===== src/rtl/cpu_run_controller.sv =====
// cpu_run_controller: run/halt/step/reset sequencer for a debug-controlled core.
// Commands arrive as single-cycle pulses from the UART bridge and the step
// button. force_halt_in is a level override. All outputs are registered.
// Optional feature: define BREAKPOINT_EN to enable the PC breakpoint compare
// and the sticky bp_hit_out flag. When it is undefined, the breakpoint ports
// are still present but ignored, and bp_hit_out stays 0.
module cpu_run_controller #(
  parameter int unsigned RST_CYCLES = 4
) (
  input  logic        clk_in,
  input  logic        rst_in,
  input  logic        start_in,
  input  logic        halt_in,
  input  logic        reset_in,
  input  logic        step_in,
  input  logic        force_halt_in,
  input  logic [7:0]  step_count_in,
  input  logic [31:0] pc_in,
  input  logic [31:0] bp_addr_in,
  input  logic        bp_valid_in,
  output logic        cpu_step_out,
  output logic        cpu_rst_out,
  output logic [1:0]  state_out,
  output logic        bp_hit_out
);

  typedef enum logic [1:0] {
    ST_HALT  = 2'd0,
    ST_RUN   = 2'd1,
    ST_STEP  = 2'd2,
    ST_RESET = 2'd3
  } state_t;

  localparam logic [7:0] RST_LOAD = 8'(RST_CYCLES);

  state_t     state_r;
  logic [7:0] cnt_r;        // shared down-counter for RESET and STEP length
  logic       cpu_step_r;
  logic       cpu_rst_r;
  logic       bp_hit_r;
  logic       run_first_r;  // high during the first cycle after entering RUN
  logic [7:0] step_load_s;
  logic       bp_match_s;
  logic       start_ok_s;

  // A step count of 0 still executes one instruction.
  assign step_load_s = (step_count_in == 8'd0) ? 8'd1 : step_count_in;

  // A start request is ignored while the halt override switch is on.
  assign start_ok_s = start_in & ~force_halt_in;

`ifdef BREAKPOINT_EN
  // The first RUN cycle is excluded so that restarting at the breakpoint PC works.
  assign bp_match_s = bp_valid_in & (pc_in == bp_addr_in) & ~run_first_r;
`else
  logic unused_bp_s;
  assign unused_bp_s = ^{pc_in, bp_addr_in, bp_valid_in, run_first_r};
  assign bp_match_s  = 1'b0;
`endif

  // Run-control FSM. The outputs are loaded together with the next state.
  always_ff @(posedge clk_in) begin
    if (rst_in || reset_in) begin
      state_r     <= ST_RESET;
      cnt_r       <= RST_LOAD;
      cpu_rst_r   <= 1'b1;
      cpu_step_r  <= 1'b0;
      bp_hit_r    <= 1'b0;
      run_first_r <= 1'b0;
    end else begin
      run_first_r <= 1'b0;
      case (state_r)
        ST_RESET: begin
          // Start, halt and step requests are not accepted while in reset.
          if (cnt_r <= 8'd1) begin
            state_r    <= ST_HALT;
            cpu_rst_r  <= 1'b0;
            cpu_step_r <= 1'b0;
          end else begin
            cnt_r <= cnt_r - 8'd1;
          end
        end
        ST_HALT: begin
          if (halt_in) begin
            state_r <= ST_HALT;
          end else if (start_ok_s) begin
            state_r     <= ST_RUN;
            cpu_step_r  <= 1'b1;
            bp_hit_r    <= 1'b0;
            run_first_r <= 1'b1;
          end else if (step_in) begin
            // A step is still allowed while the override switch is on.
            state_r    <= ST_STEP;
            cnt_r      <= step_load_s;
            cpu_step_r <= 1'b1;
          end else begin
            state_r <= ST_HALT;
          end
        end
        ST_RUN: begin
          if (halt_in || force_halt_in) begin
            state_r    <= ST_HALT;
            cpu_step_r <= 1'b0;
          end else if (bp_match_s) begin
            state_r    <= ST_HALT;
            cpu_step_r <= 1'b0;
            bp_hit_r   <= 1'b1;
          end else begin
            state_r <= ST_RUN;
          end
        end
        ST_STEP: begin
          if (halt_in) begin
            state_r    <= ST_HALT;
            cpu_step_r <= 1'b0;
          end else if (start_ok_s) begin
            // The remaining step count is discarded.
            state_r     <= ST_RUN;
            bp_hit_r    <= 1'b0;
            run_first_r <= 1'b1;
          end else if (cnt_r <= 8'd1) begin
            state_r    <= ST_HALT;
            cpu_step_r <= 1'b0;
          end else begin
            cnt_r <= cnt_r - 8'd1;
          end
        end
        default: begin
          state_r    <= ST_HALT;
          cpu_step_r <= 1'b0;
          cpu_rst_r  <= 1'b0;
        end
      endcase
    end
  end

  assign state_out    = state_r;
  assign cpu_step_out = cpu_step_r;
  assign cpu_rst_out  = cpu_rst_r;
  assign bp_hit_out   = bp_hit_r;

endmodule

===== config.mk =====
export PLATFORM = sky130hd
export DESIGN_NAME = cpu_run_controller
export DESIGN_NICKNAME = d
export VERILOG_FILES = /design/src/rtl/cpu_run_controller.sv
export SDC_FILE = /design/constraint.sdc
export NUM_CORES = 1
export LEC_CHECK = 0
export ABC_AREA = 1
export BUFFER_PORTS_ARGS = -buffer_cell sky130_fd_sc_hd__buf_2
export CORE_MARGIN = 2
export CORE_UTILIZATION = 36
export DETAILED_ROUTE_END_ITERATION = 10
export PLACE_DENSITY_LB_ADDON = 0.1
export SLEW_MARGIN = 30
export SYNTH_ARGS = -nofsm -noshare
export SYNTH_HDL_FRONTEND = slang
export SYNTH_SLANG_ARGS = --single-unit

===== constraint.sdc =====
create_clock -name clk_in -period 1.7 [get_ports clk_in]
set_clock_uncertainty 0.1 [all_clocks]
set_input_delay 0.34 -clock clk_in [delete_from_list [all_inputs] [get_ports clk_in]]
set_output_delay 0.34 -clock clk_in [all_outputs]
set_load 0.02 [all_outputs]

[Yosys cells after proc, flatten, opt, wreduce, memory -nomap -nowiden]
Index checks and enable logic that the tools add are counted.
Cells by class
  $lt $le $gt $ge: 1
  equality and inequality tests: 11
  $add $sub $neg: 1
  mux-type cells: 24
  reduce and logical (&&, ||, !) cells: 8
  bitwise logic cells: 2
Operators by type and width (count)
  $mux W8: 7
  $pmux W8 S3: 1
  $mux W2: 6
  $ne A2 B2 Y1 const B: 6
  $le A8 B1 Y1 const B: 1
  $logic_not A8 Y1: 1
  $mux W1: 8
  $pmux W2 S4: 1
  $sub A8 B1 Y8 const B: 1
  $ne A3 B3 Y1 const B: 2
  $reduce_and A6 Y1: 1
  $eq A2 B2 Y1 const B: 2
  $pmux W1 S4: 1
  $reduce_and A4 Y1: 1
  $reduce_bool A3 Y1: 1
  $eq A2 B1 Y1 const B: 1
  $logic_not A2 Y1: 1
  $logic_or A1 B1 Y1: 2
  $reduce_and A2 Y1: 1
  $and A1 B1 Y1: 1
  $not A1 Y1: 1
Word-level totals
  input bits: 80
  logic and storage cells: 51
  register bits after elaboration: 12
  output and inout port bits: 5

[Logic depth before layout (Yosys ltp)]
Gate-level depths: netlist of run 1.
  depth after elaboration: 6
  mapped depth: 10
  mapped depth without buffers: 10

[Least setup slack after synthesis of run 1]
No wires, ideal clock.
  path type: register to register
  start point: register cnt_r[0]
  end point: register cnt_r[5]
  cell stages (with the launch flop): 11
  library setup time: 0.111 ns
  arrival: 1.274 ns
  required time: 1.489 ns
  buffers on the path: 0
  setup slack: 0.214 ns
  clock period less this slack: 1.486 ns
  path through: dfxtp_1 -> inv_1 -> ha_1 -> nor2_1 -> nor2_1 -> nand2_2 -> nand3_4 -> nand2_4 -> inv_4 -> nor2_1 -> nor2_1
Between the ends
  word-level cells in the longest chain between the ends: 5
  elaborated cells on any way between the ends: 6
  classes of those cells: add/sub: 1; order compare: 1; mux: 4
RTL lines
  start, declared: RTL line 37  | logic [7:0] cnt_r;
  start signal, assigned: RTL line 80  | cnt_r <= cnt_r - 8'd1;
  start signal, assigned: RTL line 94  | cnt_r <= step_load_s;
  start signal, assigned: RTL line 125  | cnt_r <= cnt_r - 8'd1;
  $sub A8 B1 Y8 or $le A8 B1 Y1 (tied branches)
  $mux W8 (*): RTL line 75, 121
  $mux W8: RTL line 116  | end else if (start_ok_s) begin
  $mux W8: RTL line 113  | if (halt_in) begin
  $pmux W8 S3 (*): RTL line 72  | case (state_r)
Every way passes the cells marked *; elsewhere a longest branch is shown, timed or not. The select of a mux whose other input is x is not followed.
A chain may end at the register's enable or synchronous reset.

[Worst setup path after layout of run 1]
  start point: register cnt_r[0]
  end point: register cnt_r[6]
Same word-level chain as after synthesis.

==> results of run 1 <==
[logic make-up after synthesis]
family	after synthesis
AND/OR/NAND/NOR	105
buffers and inverters	22
AO/OA/AOI/OAI	12
flip-flops	12
adder cells (fa/ha/maj)	2
other	1
[per-stage QoR]
step,power [uW],hold slack [ps],area (um^2),util,cells
final,969,283,1110,0.452,208
after global routing,1070,344,1110,0.452,208
after CTS,971,285,1100,0.449,208
after detailed placement,792,344,1080,0.440,205
after global placement,794,347,1080,0.440,205
after floorplan,659,377,918,-,154
[timing repair]
action,4_1_cts,5_1_grt
gates resized for setup,0,3
endpoints found under the setup margin,0,9
endpoints found under the hold margin,0,0
[sequential cells by signal, summed over array words and instances (netlist names)]
signal / count
cnt_r: 8
state_out: 2
cpu_step_out: 1
cpu_rst_out: 1
[synthesized netlist by cell type]
cell type  count
nand2_1       48
nor2_1        31
inv_1         15
nand3_1       15
dfxtp_1       12
o21ai_0        4
inv_2          3
nand2_2        3
a21oi_1        2
ha_1           2
o21ai_2        2
a21oi_2        1
buf_2          1
buf_4          1
buf_6          1
conb_1         1
inv_4          1
nand2_4        1
nand3_4        1
nand4_1        1
nand4_4        1
nor2_2         1
nor2_4         1
nor3_1         1
o211ai_1       1
o21ai_1        1
o31ai_1        1
or2_1          1
[path summary, 6_finish.rpt]
path,from,endpoint,slack (ps),depth (start not counted)
setup / recovery,cnt_r[0],cnt_r[6],140,10
hold / removal,step_count_in[5],cnt_r[5],280,5
setup reg to reg,cnt_r[0],cnt_r[6],140,10
hold reg to reg,cpu_rst_out,cpu_rst_out,360,2
[final cells by class]
type | instances | area, um^2
Clock buffer | 3 | 22.5
Multi-Input combinational cell | 120 | 586
Fill cell | 275 | 1350
Inverter | 19 | 73.8
Timing Repair Buffer | 24 | 148
Tap cell | 30 | 37.5
Sequential cell | 12 | 241
[worst max-delay path: cells and delay by family, from the launching register on]
kind,cells,cell delay (ps)
fa+ha+maj,1,190
buf+inv,2,200
simple gates,7,670
flops,1,320
[per-layer routing]
layer,share of wire,routed length [um],vias to the layer above
li1,-,-,526
met1,0.49,1070,419
met5,0,0,-
met4,0.019,42,0
met3,0.048,104,4
met2,0.44,964,23
[power breakdown]
part / leakage, uW / switching (uW) / internal, uW
sequential: 0.0000983 / 30.9 / 315
clock: 0.0000138 / 92.7 / 81.8
combinational: 0.000449 / 267 / 182
total: 0.000561 / 390 / 579
==> flow_summary.ini, run 1 <==
[run_status]
status = completed

[global_routing]
grt_antenna_before_repair = 0
grt_remaining_overflow = 0
grtUsageTotal = 0.183
grt_busiest_layer = met2
grtUsageMet3 = 0.0383
grt_pass1_wl_um = 3840
use_met2 = 0.317
use_met1 = 0.208
grt_max_degree = 12
grt_pass1_vias = 966

[worst_hold_path]
hp-class = primary input to flop

[worst_setup_path]
worstSetupStartpointType = flop
arrival_ps = 1630
path_class = flop to flop
slowest_delay_ps = 320
crit_top_cell = nor2_1
worst_setup_path_end_kind = flop
required_ps = 1770
worstPathCellList = buf_4 -> ha_1 -> nor2_1 -> nor2_2 -> nand2_2 -> nand3_4 -> nand2_4 -> inv_4 -> nor2_1 -> nor2_1
crit_path_top_delay_cell = dfxtp_1
cp_max_fo = 6

[drt]
viasPerCell = 4.67
final_antenna_net_count = 0
vias = 972
post-route-drc-count = 0
drtPass1Iterations = 4
first_iter_violations = 5
routedWlPerCell_um = 10.5
wl_um = 2180

[timing]
min_period_ps = 1560
finalCritPeriodShare = 0.920
maxSlewViolCount = 0
rsz0062_at_grt = false
clock.fmax_mhz = 639
worst_slack_ps = 135
hold_violations = 0
setup_viol = 0
tns_ps = 0

[cts]
clk_pin_slew_ps = 70
clk_path_buf_depth = 2
tritoncts = done
post_cts_buffers = 0
cts_hold_buffers = 0
cts.htree.levels = 1
cts_buffers = 3
cts_root_buf = clkbuf_4
clkLatencyLatePin_ps = 270
clock-sinks = 12

[placed_design]
place_congestion = 0.891
io_buffers = 18
place_ws_ps = 125
dp_hpwl_um = 1720

[finish]
final_common_cell = nand2_1
drive_gt1_frac = 0.253
final_cell_mix = 48 x nand2_1, 30 x nor2_1, 18 x buf_2
area_delta_synth_final_pct = 20.7
diodes = 0
fin_nets = 262

[die]
ioPinCount = 85
core-area_mm2 = 0.00245
die_h_um = 54.5
die-area_mm2 = 0.00297
die_x_um = 54.5
row_count = 18
floorplan.initialDensity = 0.374

[synthesis]
yosysWarnings = 0
synth_cell_type_count = 28
synth-simple-area-share = 0.518
syn_nets = 236
yosys_register_bits = 12
synth_seq_area_share = 0.262
ys_top_cells_by_area = dfxtp_1 26%, nand2_1 20%, nor2_1 13%
synthXorXnorAreaFrac = 0
synthAdderAreaFrac = 0.0272
synth_top_area_share = 0.262
syn-cell-area_um2 = 918
syn_area_per_cell_um2 = 5.96
synth_compound_area_frac = 0.0831
syn_inst = 154
yosys.area.top_type = dfxtp_1
synth_top_family_by_area = simple AND/OR/NAND/NOR gates
muxShareOfSynthArea = 0

[power]
peakVddDrop_mv = 0.483
leakagePower_uw = 0.000561
p_per_area_mw_per_mm2 = 874

[flow_run]
cap_violations = 0
Note: power is estimated with default switching activity, not from simulation.
==> run 2, diff against run 1 <==
--- a/config.mk
+++ b/config.mk
@@ -8,7 +8,7 @@
 export ABC_AREA = 1
 export BUFFER_PORTS_ARGS = -buffer_cell sky130_fd_sc_hd__buf_2
 export CORE_MARGIN = 2
-export CORE_UTILIZATION = 36
+export CORE_UTILIZATION = 39
 export DETAILED_ROUTE_END_ITERATION = 10
 export PLACE_DENSITY_LB_ADDON = 0.1
 export SLEW_MARGIN = 30
==> constraint.sdc (replaced) <==
create_clock -name clk_in -period 1.85 [get_ports clk_in]
set_clock_uncertainty 0.1 [all_clocks]
set_input_delay 0.37 -clock clk_in [delete_from_list [all_inputs] [get_ports clk_in]]
set_output_delay 0.37 -clock clk_in [all_outputs]
set_load 0.02 [all_outputs]
==> run 2 against run 1 <==
Effect of this change:
- power shrank 7.6%
- critical endpoint is now cnt_r[7]
- wire length shrank 2.8%
- die area shrank 7.1%
- clock-buffer cell count grew 1
- via count grew 0.82%
- combinational power shrank 20%
- largest power group unchanged
- critical path depth is the same
- sequential power shrank 7.5%
- worst hold slack gained 40 ps
- non-clock buffer count shrank 4
==> flow_summary.ini, run 2 (same netlist as run 1, synthesis figures left out) <==
[power]
peakVddDrop_mv = 0.351
power.total_uw = 895
p_per_area_mw_per_mm2 = 836
leakagePower_uw = 0.000546

[worst_setup_path]
crit_path_top_delay_cell = dfxtp_1
crit_family = simple AND/OR/NAND/NOR gates
worstPathCellList = inv_1 -> ha_1 -> nor2_1 -> nor2_1 -> nand2_2 -> nand3_4 -> nand2_4 -> inv_4 -> nor2_1 -> nor2_1
path_buf_inv = 2
required_ps = 1930
cp_max_fo = 7
path_class = flop to flop
crit_top_cell = nor2_1
worst_setup_path_end_kind = flop
worstSetupStartpointType = flop
arrival_ps = 1720
slowest_delay_ps = 380
ff2ff_setup_slack_ps = 200

[cts]
cts_hold_buffers = 0
clkLatencyLatePin_ps = 280
cts_buffers = 3
tritoncts = done
clk_pin_slew_ps = 90
clock-sinks = 12
post_cts_buffers = 0
cts.htree.levels = 1
clk_path_buf_depth = 2
ctsResizeCount = 0
cts_root_buf = clkbuf_4

[die]
core-area_mm2 = 0.00221
ioPinCount = 85
die-area_mm2 = 0.00276
die_x_um = 52.5
die_h_um = 52.5
row_count = 17
floorplan.initialDensity = 0.415

[finish]
largest_register_ffs = 8
n_fill_cell = 255
fin_nets = 258
area_delta_synth_final_pct = 16.6
diodes = 0
final_common_cell = nand2_1
top_register = cnt_r
layout.cells.non_filler = 203
final_cell_mix = 48 x nand2_1, 31 x nor2_1, 18 x buf_2
drive_gt1_frac = 0.223

[worst_hold_path]
hp-class = primary input to flop

[placed_design]
place_ws_ps = 202
dp_hpwl_um = 1650
placed_cells = 199
io_buffers = 18
place_congestion = 0.853

[global_routing]
grt_pass1_wl_um = 3440
grtUsageTotal = 0.174
grt_pass1_vias = 793
grt_max_degree = 12
grt_antenna_before_repair = 0
grt_remaining_overflow = 0

[timing]
min_period_ps = 1650
rsz0062_at_grt = false
maxSlewViolCount = 0
clock.fmax_mhz = 608
tns_ps = 0
hold_violations = 0
finalCritPeriodShare = 0.890
worst_slack_ps = 204
setup_viol = 0

[drt]
first_iter_violations = 14
wl_um = 2120
drtPass1Iterations = 4
post-route-drc-count = 0
vias = 980
final_antenna_net_count = 0
viasPerCell = 4.83
routedWlPerCell_um = 10.4

[flow_run]
cap_violations = 0

[run_status]
status = completed
## run 2: per-stage QoR
step                      hold WS, ps   util  area [um^2]
after floorplan                   377      -          918
after global placement            341  0.468         1030
after detailed placement          343  0.468         1030
after CTS                         312  0.484         1070
after global routing              345  0.484         1070
final                             324  0.484         1070
## run 2: metal layers
layer | global-route usage | routed length [um] | vias to the layer above
li1 | - | - | 518
met4 | 0.0769 | 17 | 0
met2 | 0.263 | 899 | 24
met1 | 0.243 | 1100 | 436
met3 | 0.0257 | 104 | 2
met5 | 0 | 0 | -
## run 2: tightest hold or removal path: cells and delay by family
| family | cells | cell delay (ps) |
|---|---|---|
| buf+inv | 1 | 90 |
| simple gates | 4 | 210 |
## run 2: layout make-up
| cell class | count | area [um^2] | share of cell area |
|---|---|---|---|
| flip-flops and latches | 12 | 240 | 0.224 |
| well taps | 28 | 35.0 | 0.0327 |
| inverters | 19 | 73.8 | 0.0689 |
| clock buffers | 4 | 36.3 | 0.0339 |
| multi-input cells | 120 | 581 | 0.542 |
| repair buffers | 20 | 105 | 0.0981 |
## run 2: path summary, 6_finish.rpt
kind	cells past startpoint	start	end
max	10	cnt_r[0]	cnt_r[7]
max reg2reg	10	cnt_r[0]	cnt_r[7]
min reg2reg	2	cpu_rst_out	cpu_rst_out
min	5	step_count_in[5]	cnt_r[5]
## run 2: report_power, final
part / internal [uW] / switching [uW] / total [uW]
Clock: 120 / 96.2 / 216
Sequential: 288 / 30.3 / 319
Combinational: 132 / 229 / 361
==> run 3, diff against run 2 <==
--- a/config.mk
+++ b/config.mk
@@ -7,8 +7,9 @@
 export LEC_CHECK = 0
 export ABC_AREA = 1
 export BUFFER_PORTS_ARGS = -buffer_cell sky130_fd_sc_hd__buf_2
+export CORE_ASPECT_RATIO = 0.5
 export CORE_MARGIN = 2
-export CORE_UTILIZATION = 39
+export CORE_UTILIZATION = 35
 export DETAILED_ROUTE_END_ITERATION = 10
 export PLACE_DENSITY_LB_ADDON = 0.1
 export SLEW_MARGIN = 30
==> constraint.sdc (replaced) <==
create_clock -name clk_in -period 1.85 [get_ports clk_in]
set_clock_uncertainty 0.1 [all_clocks]
set_input_delay 0.37 -clock clk_in [delete_from_list [all_inputs] [get_ports clk_in]]
set_output_delay 0.37 -clock clk_in [all_outputs]
set_load 0.005 [all_outputs]
==> run 3 against run 2 <==
Effect of this change:
- maximum frequency decreased by 2.1%
- highest routed layer unchanged
- utilization is 5.0 points lower
- non-clock buffer count unchanged
- critical path depth stayed put
- largest cell class unchanged
- clock power up 36%
==> flow_summary.ini, run 3 (same netlist as run 1, synthesis figures left out) <==
[run_status]
status = completed

[cts]
clkLatencyLatePin_ps = 240
clk_pin_slew_ps = 60
cts_root_buf = clkbuf_8
ctsResizeCount = 0
tritoncts = done
clk_path_buf_depth = 2
post_cts_buffers = 0
cts.htree.levels = 1
clock-sinks = 12
cts_hold_buffers = 0
cts_buffers = 3

[worst_setup_path]
arrival_ps = 1720
path_buf_inv = 2
r2r_start = cnt_r[0]
worst_setup_path_end_kind = flop
worstSetupStartpointType = flop
crit_top_cell = nor2_1
crit_path_top_delay_cell = dfxtp_1
slowest_delay_ps = 380
cp_max_fo = 7
ff2ff_setup_slack_ps = 170
crit_family = simple AND/OR/NAND/NOR gates
worstPathCellList = inv_1 -> ha_1 -> nor2_1 -> nor2_1 -> nand2_2 -> nand3_4 -> nand2_4 -> inv_4 -> nor2_1 -> nor2_1
required_ps = 1890
r2r_end = cnt_r[5]
path_class = flop to flop
ff2ff_path_depth = 10

[finish]
final_common_cell = nand2_1
finalInstanceArea_mm2 = 0.00110
diodes = 0
largest_register_ffs = 8
top_register = cnt_r
fin_nets = 258
area_delta_synth_final_pct = 19.9
final_cell_mix = 48 x nand2_1, 31 x nor2_1, 18 x buf_2
n_fill_cell = 285
drive_gt1_frac = 0.223

[drt]
wl_um = 2200
viasPerCell = 4.62
routedWlPerCell_um = 10.4
post-route-drc-count = 0
vias = 979
first_iter_violations = 28
drtPass1Iterations = 4
final_antenna_net_count = 0

[timing]
setup_viol = 0
tns_ps = 0
rsz0062_at_grt = false
maxSlewViolCount = 0
finalCritPeriodShare = 0.909
hold_violations = 0
min_period_ps = 1680
clock.fmax_mhz = 595
hold_ws_ps = 276

[power]
p_per_area_mw_per_mm2 = 882
p_sw_frac = 0.373
combPwrFrac = 0.370
seqPwrFrac = 0.329
peakVddDrop_mv = 0.300
share_clk_of_total_power = 0.302
power.net_switching_uw = 362
leakagePower_uw = 0.000554
p_int_uw = 609

[worst_hold_path]
min_path_cells = 3
holdPathEnd = cpu_rst_out
hp-class = primary input to flop
holdCritStartpoint = rst_in

[global_routing]
grt_max_degree = 9
grt_antenna_before_repair = 0
grt_pass1_vias = 855
grt_remaining_overflow = 0
grtUsageTotal = 0.167
grt_pass1_wl_um = 3840

[die]
row_count = 13
core-area_mm2 = 0.00254
die_x_um = 76.4
ioPinCount = 85
die-area_mm2 = 0.00307
die_h_um = 40.2
floorplan.initialDensity = 0.362

[placed_design]
place_congestion = 0.903
dpl_cell_area_mm2 = 0.00105
dp_hpwl_um = 1760
io_buffers = 18

[flow_run]
cap_violations = 0
## run 3: power by group through the flow
| stage | logic (uW) | clock network (uW) | registers, uW |
|---|---|---|---|
| 5_1_grt | 414 | 318 | 324 |
| 3_5_place_dp | 360 | 0 | 324 |
| 3_3_place_gp | 361 | 0 | 325 |
| 2_1_floorplan | 280 | 0 | 318 |
| 4_1_cts | 361 | 302 | 319 |
| 6_report | 359 | 293 | 319 |
## run 3: per-stage QoR
stage,utilization,instances,total power [uW],setup WS (ps)
6_report,0.434,212,971,168
5_1_grt,0.434,212,1060,3.50
4_1_cts,0.434,212,982,165
3_5_place_dp,0.412,208,685,174
3_3_place_gp,0.412,208,686,108
2_1_floorplan,-,154,598,372
## run 3: final cells by class
class,instances,area (um^2),area share
Timing Repair Buffer,20,105,0.0955
Sequential cell,12,240,0.218
Tap cell,37,46.3,0.0420
Clock buffer,4,55.1,0.0500
Inverter,19,73.8,0.0670
Multi-Input combinational cell,120,581,0.527
## run 3: worst max path at each step
stage,from,to,slack (ps),cells past startpoint
2_1_floorplan,cnt_r[0],cnt_r[5],370,10
3_3_place_gp,cnt_r[0],cnt_r[6],110,10
3_5_place_dp,cnt_r[0],cnt_r[5],170,10
4_1_cts,cnt_r[0],cnt_r[5],170,10
5_1_grt,cnt_r[0],cnt_r[2],4,10
6_report,cnt_r[0],cnt_r[5],170,10
## run 3: routing by layer
metal | vias up | part of all wire | GRT usage
li1 | 525 | - | -
met1 | 438 | 0.52 | 0.211
met2 | 14 | 0.45 | 0.303
met3 | 2 | 0.034 | 0.0473
met4 | 0 | 0.0036 | 0.0273
met5 | - | 0 | 0
## run 3: worst register-to-register path, delay by kind of cell (launching register included)
family | cells | cell delay [ps]
buffers and inverters | 2 | 160
AND/OR/NAND/NOR | 7 | 710
flip-flops | 1 | 380
adder cells (fa/ha/maj) | 1 | 230
